## src/rtl/alu_serial_pkg.sv

```systemverilog
// Shared types and constants for the bit-serial ALU issue path.
// Holds the 4-bit ALU op encoding ({sub_sra, func3}) and the issue FSM state type.
package alu_serial_pkg;

   typedef logic [3:0] alu_op_t;

   localparam alu_op_t ALU_ADD  = 4'b0000;
   localparam alu_op_t ALU_SUB  = 4'b1000;
   localparam alu_op_t ALU_SLL  = 4'b0001;
   localparam alu_op_t ALU_SLT  = 4'b0010;
   localparam alu_op_t ALU_SLTU = 4'b0011;
   localparam alu_op_t ALU_XOR  = 4'b0100;
   localparam alu_op_t ALU_SRL  = 4'b0101;
   localparam alu_op_t ALU_SRA  = 4'b1101;
   localparam alu_op_t ALU_OR   = 4'b0110;
   localparam alu_op_t ALU_AND  = 4'b0111;

   typedef enum logic [2:0] {
      FLUSH = 3'd0,
      IDLE  = 3'd1,
      ISSUE = 3'd2,
      WAIT  = 3'd3,
      HOLD  = 3'd4
   } issue_state_t;

   // Longest start-to-done time of the serial ALU, in cycles.
   localparam int ALU_MAX_LATENCY = 63;

endpackage

```

## src/rtl/alu_serial_issue_op_decode.sv

```systemverilog
// alu_op_decode: RISC-V func3/func7 -> serial ALU op.
// Only func7[5] carries meaning; for OP-IMM it is honoured only on the shift-right
// encoding, so an ADDI with a negative immediate never turns into SUB.
module alu_op_decode
   import alu_serial_pkg::*;
(
   input  logic [2:0] func3,
   input  logic [6:0] func7,
   input  logic       is_imm,
   output alu_op_t    op
);

   logic sub_sra;
   logic func7_unused;

   // The remaining func7 bits are immediate payload for I-type and do not affect the op.
   assign func7_unused = ^{func7[6], func7[4:0]};

   // Select the sub/arith-shift bit and concatenate with func3.
   always_comb begin
      sub_sra = 1'b0;
      if (is_imm) begin
         sub_sra = (func3 == 3'b101) & func7[5];
      end else begin
         sub_sra = func7[5];
      end
      op = {sub_sra, func3};
   end

endmodule

```

## src/rtl/alu_serial_issue.sv

```systemverilog
// alu_serial_issue: initiator side of the bit-serial ALU start/done interface.
// One operation in flight: accept on in_valid/in_ready, pulse alu_start for one
// cycle, hold operands until alu_done, then present the result on out_valid/out_ready.
// Handshakes: a transfer happens on a posedge where valid & ready are both high;
// valid, once raised, holds its payload stable until that transfer.
// Optional watchdog on the WAIT state is enabled by defining ALU_SERIAL_WDT_EN.
module alu_serial_issue
   import alu_serial_pkg::*;
#(
   parameter int TAG_W        = 5,
   parameter int FLUSH_CYCLES = 64,
   parameter int WDT_CYCLES   = 80
) (
   input  logic              clk,
   input  logic              rst,
   input  logic              in_valid,
   output logic              in_ready,
   input  logic [31:0]       in_a,
   input  logic [31:0]       in_b,
   input  logic [2:0]        in_func3,
   input  logic [6:0]        in_func7,
   input  logic              in_is_imm,
   input  logic [TAG_W-1:0]  in_tag,
   output logic              out_valid,
   input  logic              out_ready,
   output logic [31:0]       out_result,
   output logic [TAG_W-1:0]  out_tag,
   output logic              out_err,
   output logic [31:0]       alu_rs1,
   output logic [31:0]       alu_rs2,
   output alu_op_t           alu_op,
   output logic              alu_start,
   input  logic              alu_done,
   input  logic [31:0]       alu_rd,
   output logic              busy,
   output issue_state_t      dbg_state
);

   // One counter serves both the post-reset flush and the watchdog.
   localparam int CNT_MAX = (FLUSH_CYCLES > WDT_CYCLES) ? FLUSH_CYCLES : WDT_CYCLES;
   localparam int CNT_W   = $clog2(CNT_MAX + 1);
   localparam logic [CNT_W-1:0] FLUSH_LAST = CNT_W'(FLUSH_CYCLES - 1);
`ifdef ALU_SERIAL_WDT_EN
   localparam logic [CNT_W-1:0] WDT_LAST   = CNT_W'(WDT_CYCLES - 1);
`endif

   // The flush window must outlast any operation an un-reset ALU may still be running.
   generate
      if (FLUSH_CYCLES <= ALU_MAX_LATENCY) begin : g_flush_too_short
         $error("FLUSH_CYCLES must exceed ALU_MAX_LATENCY");
      end
   endgenerate

   issue_state_t     state_q, state_d;
   logic [CNT_W-1:0] cnt_q, cnt_d;
   logic [31:0]      rs1_q, rs1_d;
   logic [31:0]      rs2_q, rs2_d;
   alu_op_t          op_q, op_d;
   logic [TAG_W-1:0] tag_q, tag_d;
   logic [31:0]      result_q, result_d;
`ifdef ALU_SERIAL_WDT_EN
   logic             err_q, err_d;
   logic             wdt_expire;
`endif
   alu_op_t          dec_op;

   alu_op_decode u_decode (
      .func3  (in_func3),
      .func7  (in_func7),
      .is_imm (in_is_imm),
      .op     (dec_op)
   );

`ifdef ALU_SERIAL_WDT_EN
   assign wdt_expire = (state_q == WAIT) && !alu_done && (cnt_q == WDT_LAST);
`endif

   // State and datapath registers; reset lands in FLUSH with everything cleared.
   always_ff @(posedge clk) begin
      if (rst) begin
         state_q  <= FLUSH;
         cnt_q    <= '0;
         rs1_q    <= '0;
         rs2_q    <= '0;
         op_q     <= ALU_ADD;
         tag_q    <= '0;
         result_q <= '0;
`ifdef ALU_SERIAL_WDT_EN
         err_q    <= 1'b0;
`endif
      end else begin
         state_q  <= state_d;
         cnt_q    <= cnt_d;
         rs1_q    <= rs1_d;
         rs2_q    <= rs2_d;
         op_q     <= op_d;
         tag_q    <= tag_d;
         result_q <= result_d;
`ifdef ALU_SERIAL_WDT_EN
         err_q    <= err_d;
`endif
      end
   end

   // Next-state logic; alu_done outside WAIT is deliberately ignored.
   always_comb begin
      state_d = state_q;
      case (state_q)
         FLUSH: if (cnt_q == FLUSH_LAST) state_d = IDLE;
         IDLE:  if (in_valid) state_d = ISSUE;
         ISSUE: state_d = WAIT;
         WAIT: begin
            if (alu_done) state_d = HOLD;
`ifdef ALU_SERIAL_WDT_EN
            else if (wdt_expire) state_d = HOLD;
`endif
         end
         HOLD: begin
            if (out_ready) begin
`ifdef ALU_SERIAL_WDT_EN
               // A timed-out ALU may still be busy, so drain it before reuse.
               state_d = err_q ? FLUSH : IDLE;
`else
               state_d = IDLE;
`endif
            end
         end
         default: state_d = FLUSH;
      endcase
   end

   // Counter, operand latch and result capture.
   always_comb begin
      cnt_d    = '0;
      rs1_d    = rs1_q;
      rs2_d    = rs2_q;
      op_d     = op_q;
      tag_d    = tag_q;
      result_d = result_q;
`ifdef ALU_SERIAL_WDT_EN
      err_d    = err_q;
`endif
      case (state_q)
         FLUSH: cnt_d = cnt_q + CNT_W'(1);
         IDLE: begin
            if (in_valid) begin
               rs1_d = in_a;
               rs2_d = in_b;
               op_d  = dec_op;
               tag_d = in_tag;
            end
         end
         WAIT: begin
`ifdef ALU_SERIAL_WDT_EN
            cnt_d = cnt_q + CNT_W'(1);
`endif
            if (alu_done) begin
               result_d = alu_rd;
            end
`ifdef ALU_SERIAL_WDT_EN
            else if (wdt_expire) begin
               result_d = '0;
               err_d    = 1'b1;
            end
`endif
         end
         HOLD: begin
`ifdef ALU_SERIAL_WDT_EN
            if (out_ready) err_d = 1'b0;
`endif
         end
         default: ;
      endcase
   end

   // Outputs decoded from state; all forced to zero while rst is high.
   always_comb begin
      in_ready   = 1'b0;
      out_valid  = 1'b0;
      alu_start  = 1'b0;
      busy       = 1'b1;
      alu_rs1    = '0;
      alu_rs2    = '0;
      alu_op     = ALU_ADD;
      out_result = '0;
      out_tag    = '0;
      out_err    = 1'b0;
      if (!rst) begin
         in_ready   = (state_q == IDLE);
         out_valid  = (state_q == HOLD);
         alu_start  = (state_q == ISSUE);
         busy       = (state_q != IDLE);
         alu_rs1    = rs1_q;
         alu_rs2    = rs2_q;
         alu_op     = op_q;
         out_result = result_q;
         out_tag    = tag_q;
`ifdef ALU_SERIAL_WDT_EN
         out_err    = err_q;
`endif
      end
   end

   assign dbg_state = state_q;

endmodule

```

## config.mk

```make
export PLATFORM = sky130hd
export DESIGN_NAME = alu_serial_issue
export DESIGN_NICKNAME = d
export VERILOG_FILES = /design/src/rtl/alu_serial_pkg.sv /design/src/rtl/alu_serial_issue_op_decode.sv /design/src/rtl/alu_serial_issue.sv
export SDC_FILE = /design/constraint.sdc
export NUM_CORES = 1
export LEC_CHECK = 0
export CAP_MARGIN = 10
export CORE_MARGIN = 2
export CORE_UTILIZATION = 35
export DETAILED_ROUTE_END_ITERATION = 10
export PLACE_DENSITY = 0.79
export SYNTH_ARGS = -nofsm -noshare
export SYNTH_HDL_FRONTEND = slang
export SYNTH_SLANG_ARGS = --single-unit
```

## constraint.sdc

```tcl
create_clock -name clk -period 1.8 [get_ports clk]
set_input_delay 0.54 -clock clk [delete_from_list [all_inputs] [get_ports clk]]
set_output_delay 0.54 -clock clk [all_outputs]
set_load 0.005 [all_outputs]
```

### Word-level counts from Yosys, hierarchy flattened

Index checks and enable logic that the tools add are counted.

| operators by class | value |
|---|---|
| $add $sub $neg | 1 |
| $mul | 0 |
| divide/modulo/power cells | 0 |
| $lt $le $gt $ge | 0 |
| equal/unequal tests | 11 |
| shift operators | 0 |
| multiplexer cells | 15 |
| bitwise logic cells | 2 |
| reduce and logical (&&, ||, !) cells | 5 |

Operators by type and width:

| kind | number |
|---|---|
| 32-bit 2-to-1 mux | 3 |
| 3-bit one-hot mux with 5 select lines | 1 |
| 3-bit 2-to-1 mux | 4 |
| 2-bit != test (second input constant) | 4 |
| 7-bit by 1-bit adder with 7-bit output (second input constant) | 1 |
| 7-bit by 6-bit equality test with 1-bit output (second input constant) | 1 |
| 3-bit by 2-bit equality test with 1-bit output (second input constant) | 2 |
| 3-bit equality test (second input constant) | 2 |
| 1-bit 2-to-1 mux | 5 |
| 5-bit 2-to-1 mux | 1 |
| 4-bit 2-to-1 mux | 1 |
| 2-bit AND reduction | 2 |
| 4-bit AND reduction | 1 |
| 3-bit by 1-bit equality test with 1-bit output (second input constant) | 1 |
| 3-bit logical NOT | 1 |
| 3-bit by 1-bit != test with 1-bit output (second input constant) | 1 |
| 2-bit OR reduction | 1 |
| 1-bit bitwise AND | 1 |
| 1-bit inverter | 1 |

| storage, ports and cells | value |
|---|---|
| register bits after elaboration | 115 |
| latch bits | 0 |
| memory bits (writable) | 0 |
| memory bits (read-only) | 0 |
| input bits | 117 |
| output and inout bits | 113 |
| memories kept | 0 |

### Depth between registers and ports, before layout

| logic depth | value |
|---|---|
| depth after elaboration | 3 |
| mapped depth | 6 |
| mapped depth without buffers | 4 |

### Hierarchy

A second synthesis with hierarchy kept.

| second synthesis, totals | value |
|---|---|
| cell total of the unflattened synthesis | 638 |
| area, all modules | 4875.9 um^2 |

By module, submodules not included:

| module | instances | cells an instance | area an instance (um^2) |
|---|---|---|---|
| alu_serial_issue | 1 | 632 | 4830.9 |
| alu_op_decode | 1 | 6 | 45.0 |

### Least setup slack after synthesis

OpenSTA, ideal clock, no wires.

| path | value |
|---|---|
| kind | input -> output |
| start point | in rst |
| end point | out alu_start |
| arrival | 1.213 ns |
| required time | 1.260 ns |
| path slack | 0.047 ns |
| stages on the path | 3 |
| buffers on the path | 2 |
| cell sequence | clkbuf_1 > buf_1 > nor4b_1 |

| on the way | value |
|---|---|
| cells in the longest elaborated chain, start to end | 1 |

RTL lines:

| item | RTL line | text |
|---|---|---|
| start: declaration | alu_serial_issue.sv:15 | `input logic rst,` |
| 1-bit 2-to-1 mux | alu_serial_issue.sv:188 | `if (!rst) begin` |
| end: declaration | alu_serial_issue.sv:32 | `output logic alu_start,` |

No other way between the ends.

### Final worst setup path

| path | value |
|---|---|
| start point | reg state_q[2], in the netlist dbg_state[2] |
| end point | out in_ready |

| on the way | value |
|---|---|
| cells in the longest elaborated chain, start to end | 2 |

RTL lines:

| item | RTL line | text |
|---|---|---|
| start: declaration | alu_serial_issue.sv:54 | `issue_state_t state_q, state_d;` |
| start signal: assignment | alu_serial_issue.sv:92 | `state_q <= state_d;` |
| 3-bit by 1-bit equality test with 1-bit output | alu_serial_issue.sv:189 | `in_ready = (state_q == IDLE);` |
| 1-bit 2-to-1 mux | alu_serial_issue.sv:188 |  |
| end: declaration | alu_serial_issue.sv:17 | `output logic in_ready,` |

No other way between the ends.

==> impl_metrics.tcl <==
set metrics [dict create \
    grt-ovfl-total 0 \
    ys_top_cells_by_count "nand2_1 (211), dfxtp_1 (115), a21oi_1 (107)" \
    p_switching_w 0.00125 \
    cp-end-kind "primary output" \
    hold_viol 0 \
    max_slew.worst_pin.slew_ns 0.483 \
    status "complete, but fails checks" \
    core-area_um2 13700 \
    ios 230 \
    synth.top_cell.area_share_pct 47.4 \
    fp-row-count 43 \
    drc 0 \
    syn_area_per_cell_um2 7.67 \
    dp.final_hpwl_mm 9.24 \
    fmax_mhz 508 \
    rrSetupSlack_ns 0.40 \
    routedWlPerCell_um 14.1 \
    diodes 0 \
    switching_share_pct 19.7 \
    finalCritPeriodShare_pct 109 \
    drv_slew 0 \
    numCtsBuffers 17 \
    grtUsageMet2_pct 33.4 \
    synth_most_common_cell "nand2_1" \
    yosys_warnings 0 \
    synth_ff_type "dfxtp_1" \
    area_growth_pct 65.9 \
    global_route.usage.met3_pct 6.84 \
    final_area_um2 8060 \
    clk_latency_ns 0.41 \
    fin_cells 1057 \
    use_met1_pct 23.5 \
    nFillCells 1250 \
    dieWidth_um 122 \
    die_y_um 122 \
    cts_root_buffer "clkbuf_16" \
    critical_path_class "register to primary output" \
    synth_fp_nets 751 \
    p_clk_share_pct 52.4 \
    power.density_nw_per_um2 789 \
    leakage_nw 3.29 \
    async_flop_share_pct 0 \
    start_kind "register" \
    grt_pass1_wl_mm 23.4 \
    critPathRequiredTime_ns 1.26 \
    layout.nets 984 \
    reg2reg_from "dbg_state[0]" \
    hold_depth 2 \
    place_congestion 0.768 \
    layout-drive-gt1-share_pct 18.5 \
    vias_per_cell 4.67 \
    yosysTopAreaCell "dfxtp_1" \
    vias 4941 \
    post-route-min-period_ns 1.97 \
    dr.pass1.iters 4 \
    synth_top_cells_by_area "dfxtp_1 (47%), nand2_1 (16%), nor2b_1 (14%)" \
    grt_pass1_vias 4809 \
    dr.first_iter.drc_count 212 \
    slew-limit-headroom_pct 66.9 \
    crit_fanout 2 \
    violations "negative setup slack" \
    dp.cells 1015 \
    hp-class "register to register" \
    finalSetupViolCount 3 \
    die_area_um2 14800 \
    synth-edff-count 0 \
    ant_nets 0 \
    rsz0062_at_grt "true" \
    setup_ws_ns -0.168 \
    grt_max_degree 39 \
    max-vdd-ir-drop_v 0.000475 \
    cp.arrival_ns 1.43 \
    cts_tree "built" \
    io_buffers 222 \
    r2r-end "rs2_q[11]" \
    worstRegToRegCells 5 \
    clock_skew_ns 0.0115 \
    cts_sinks 115 \
    dpl_cell_area_um2 7350 \
    wl_mm 14.9 \
    gr-usage-all-layers_pct 20.0 \
    clockBufferDepth 2 \
    ys_ff_latch 115 \
    grt.busiest_layer "met2" \
    yosysUniqueCellTypes 34 \
    antenna_found_initial 0 \
    internal-power_w 0.00511 \
    whs_endpoint "result_q[30]" \
    start_util_pct 35.4 \
    drv_cap 0 \
    htreeDepth 4 \
    ys_seq_area_share_pct 47.4 \
    syn_inst 633 \
    pwr-share-comb_pct 7.4 \
    seqCellArea_um2 2310 \
    min_from "result_q[30]" \
    multi_input_area_um2 2380 \
    clk_pin_slew_worst_paths_ns 0.05 \
    netlist_area_um2 4860 \
    seqPwrFrac_pct 40.2 \
]
-- metal layers --
layer	share of wire (%)	routed length, µm
met3	8.0	1190
met1	41	6130
met2	49	7210
met5	0	0
met4	2.2	334
-- worst max-delay path by stage --
stage	start	to	slack [ns]	depth (start not counted)
after floorplan	rst	alu_start	0.05	3
after global placement	rst	in_ready	-0.38	4
after detailed placement	rst	in_ready	-0.37	4
after CTS	dbg_state[2]	alu_start	-0.21	3
after global routing	dbg_state[2]	in_ready	-0.21	4
final	dbg_state[2]	in_ready	-0.17	4
-- metrics by stage --
stage | util (%) | total power [W] | hold slack [ns] | TNS, ns | setup WS, ns
after global placement | 53.6 | 0.00298 | 0.431 | -37.31 | -0.375
after global routing | 58.8 | 0.00660 | 0.465 | -0.621 | -0.214
final | 58.8 | 0.00636 | 0.442 | -0.417 | -0.168
after CTS | 58.7 | 0.00643 | 0.446 | -0.958 | -0.213
after detailed placement | 53.6 | 0.00298 | 0.439 | -37.23 | -0.374
after floorplan | - | 0.00269 | 0.418 | 0 | 0.0465
-- sequential cells by signal, summed over array words and instances, names as in the netlist --
signal / count
cnt_q: 7
dbg_state: 3
op_q: 4
result_q: 32
rs1_q: 32
rs2_q: 32
tag_q: 5
-- power by group through the flow --
| stage | Combinational, W | Clock, W | Sequential, W |
|---|---|---|---|
| 3_5_place_dp | 0.000367 | 0 | 0.00261 |
| 5_1_grt | 0.000500 | 0.00355 | 0.00256 |
| 4_1_cts | 0.000473 | 0.00340 | 0.00256 |
| 6_report | 0.000469 | 0.00333 | 0.00256 |
| 2_1_floorplan | 0.0000829 | 0 | 0.00261 |
| 3_3_place_gp | 0.000368 | 0 | 0.00261 |
-- critical path, stage by stage (launching register included) --
cell and delay, ns:
dfxtp_2 0.32, nand2b_4 0.14, or3_4 0.41, inv_2 0.07
buf_6 0.08
-- layout make-up --
| cell class | count | area share, % |
|---|---|---|
| well taps | 180 | 2.79 |
| clock inverters | 4 | 0.869 |
| clock buffers | 26 | 6.44 |
| inverters | 3 | 0.140 |
| multi-input cells | 463 | 29.6 |
| flip-flops and latches | 115 | 28.6 |
| repair buffers | 266 | 31.5 |
-- cells in the final DEF (no fill, tap or decap), drive strengths merged, types with 3 or more instances in the layout --
| cell | n |
|---|---|
| or3 | 4 |
| clkbuf | 32 |
| a21oi | 107 |
| o21ai | 3 |
| nor2b | 106 |
| clkdlybuf4s50 | 109 |
| dlygate4sd2 | 50 |
| nor2 | 6 |
| dfxtp | 115 |
| nand2 | 211 |
| buf | 93 |
| inv | 3 |
| clkdlybuf4s15 | 6 |
-- timing repair --
action | CTS | global route
hold endpoints to repair | 0 | 0
hold buffers | 0 | 0
setup buffers | 6 | 0
cloned | 7 | 0
pin swaps | 1 | 2
gates resized for setup | 311 | 31
setup endpoints to repair | 112 | 24
-- cells by family (layout without fill, tap and decap cells) --
group / after synthesis / count (layout) / synth area share [%]
simple gates: 342 / 342 / 33.2
compound gates: 116 / 116 / 12.3
flops: 115 / 115 / 47.4
buf+inv: 55 / 299 / 6.16
xor+xnor: 3 / 3 / 0.541
fa+ha+maj: 1 / 1 / 0.258
other cells: 1 / 1 / 0.0772
Note: power is estimated with default switching activity, not from simulation.
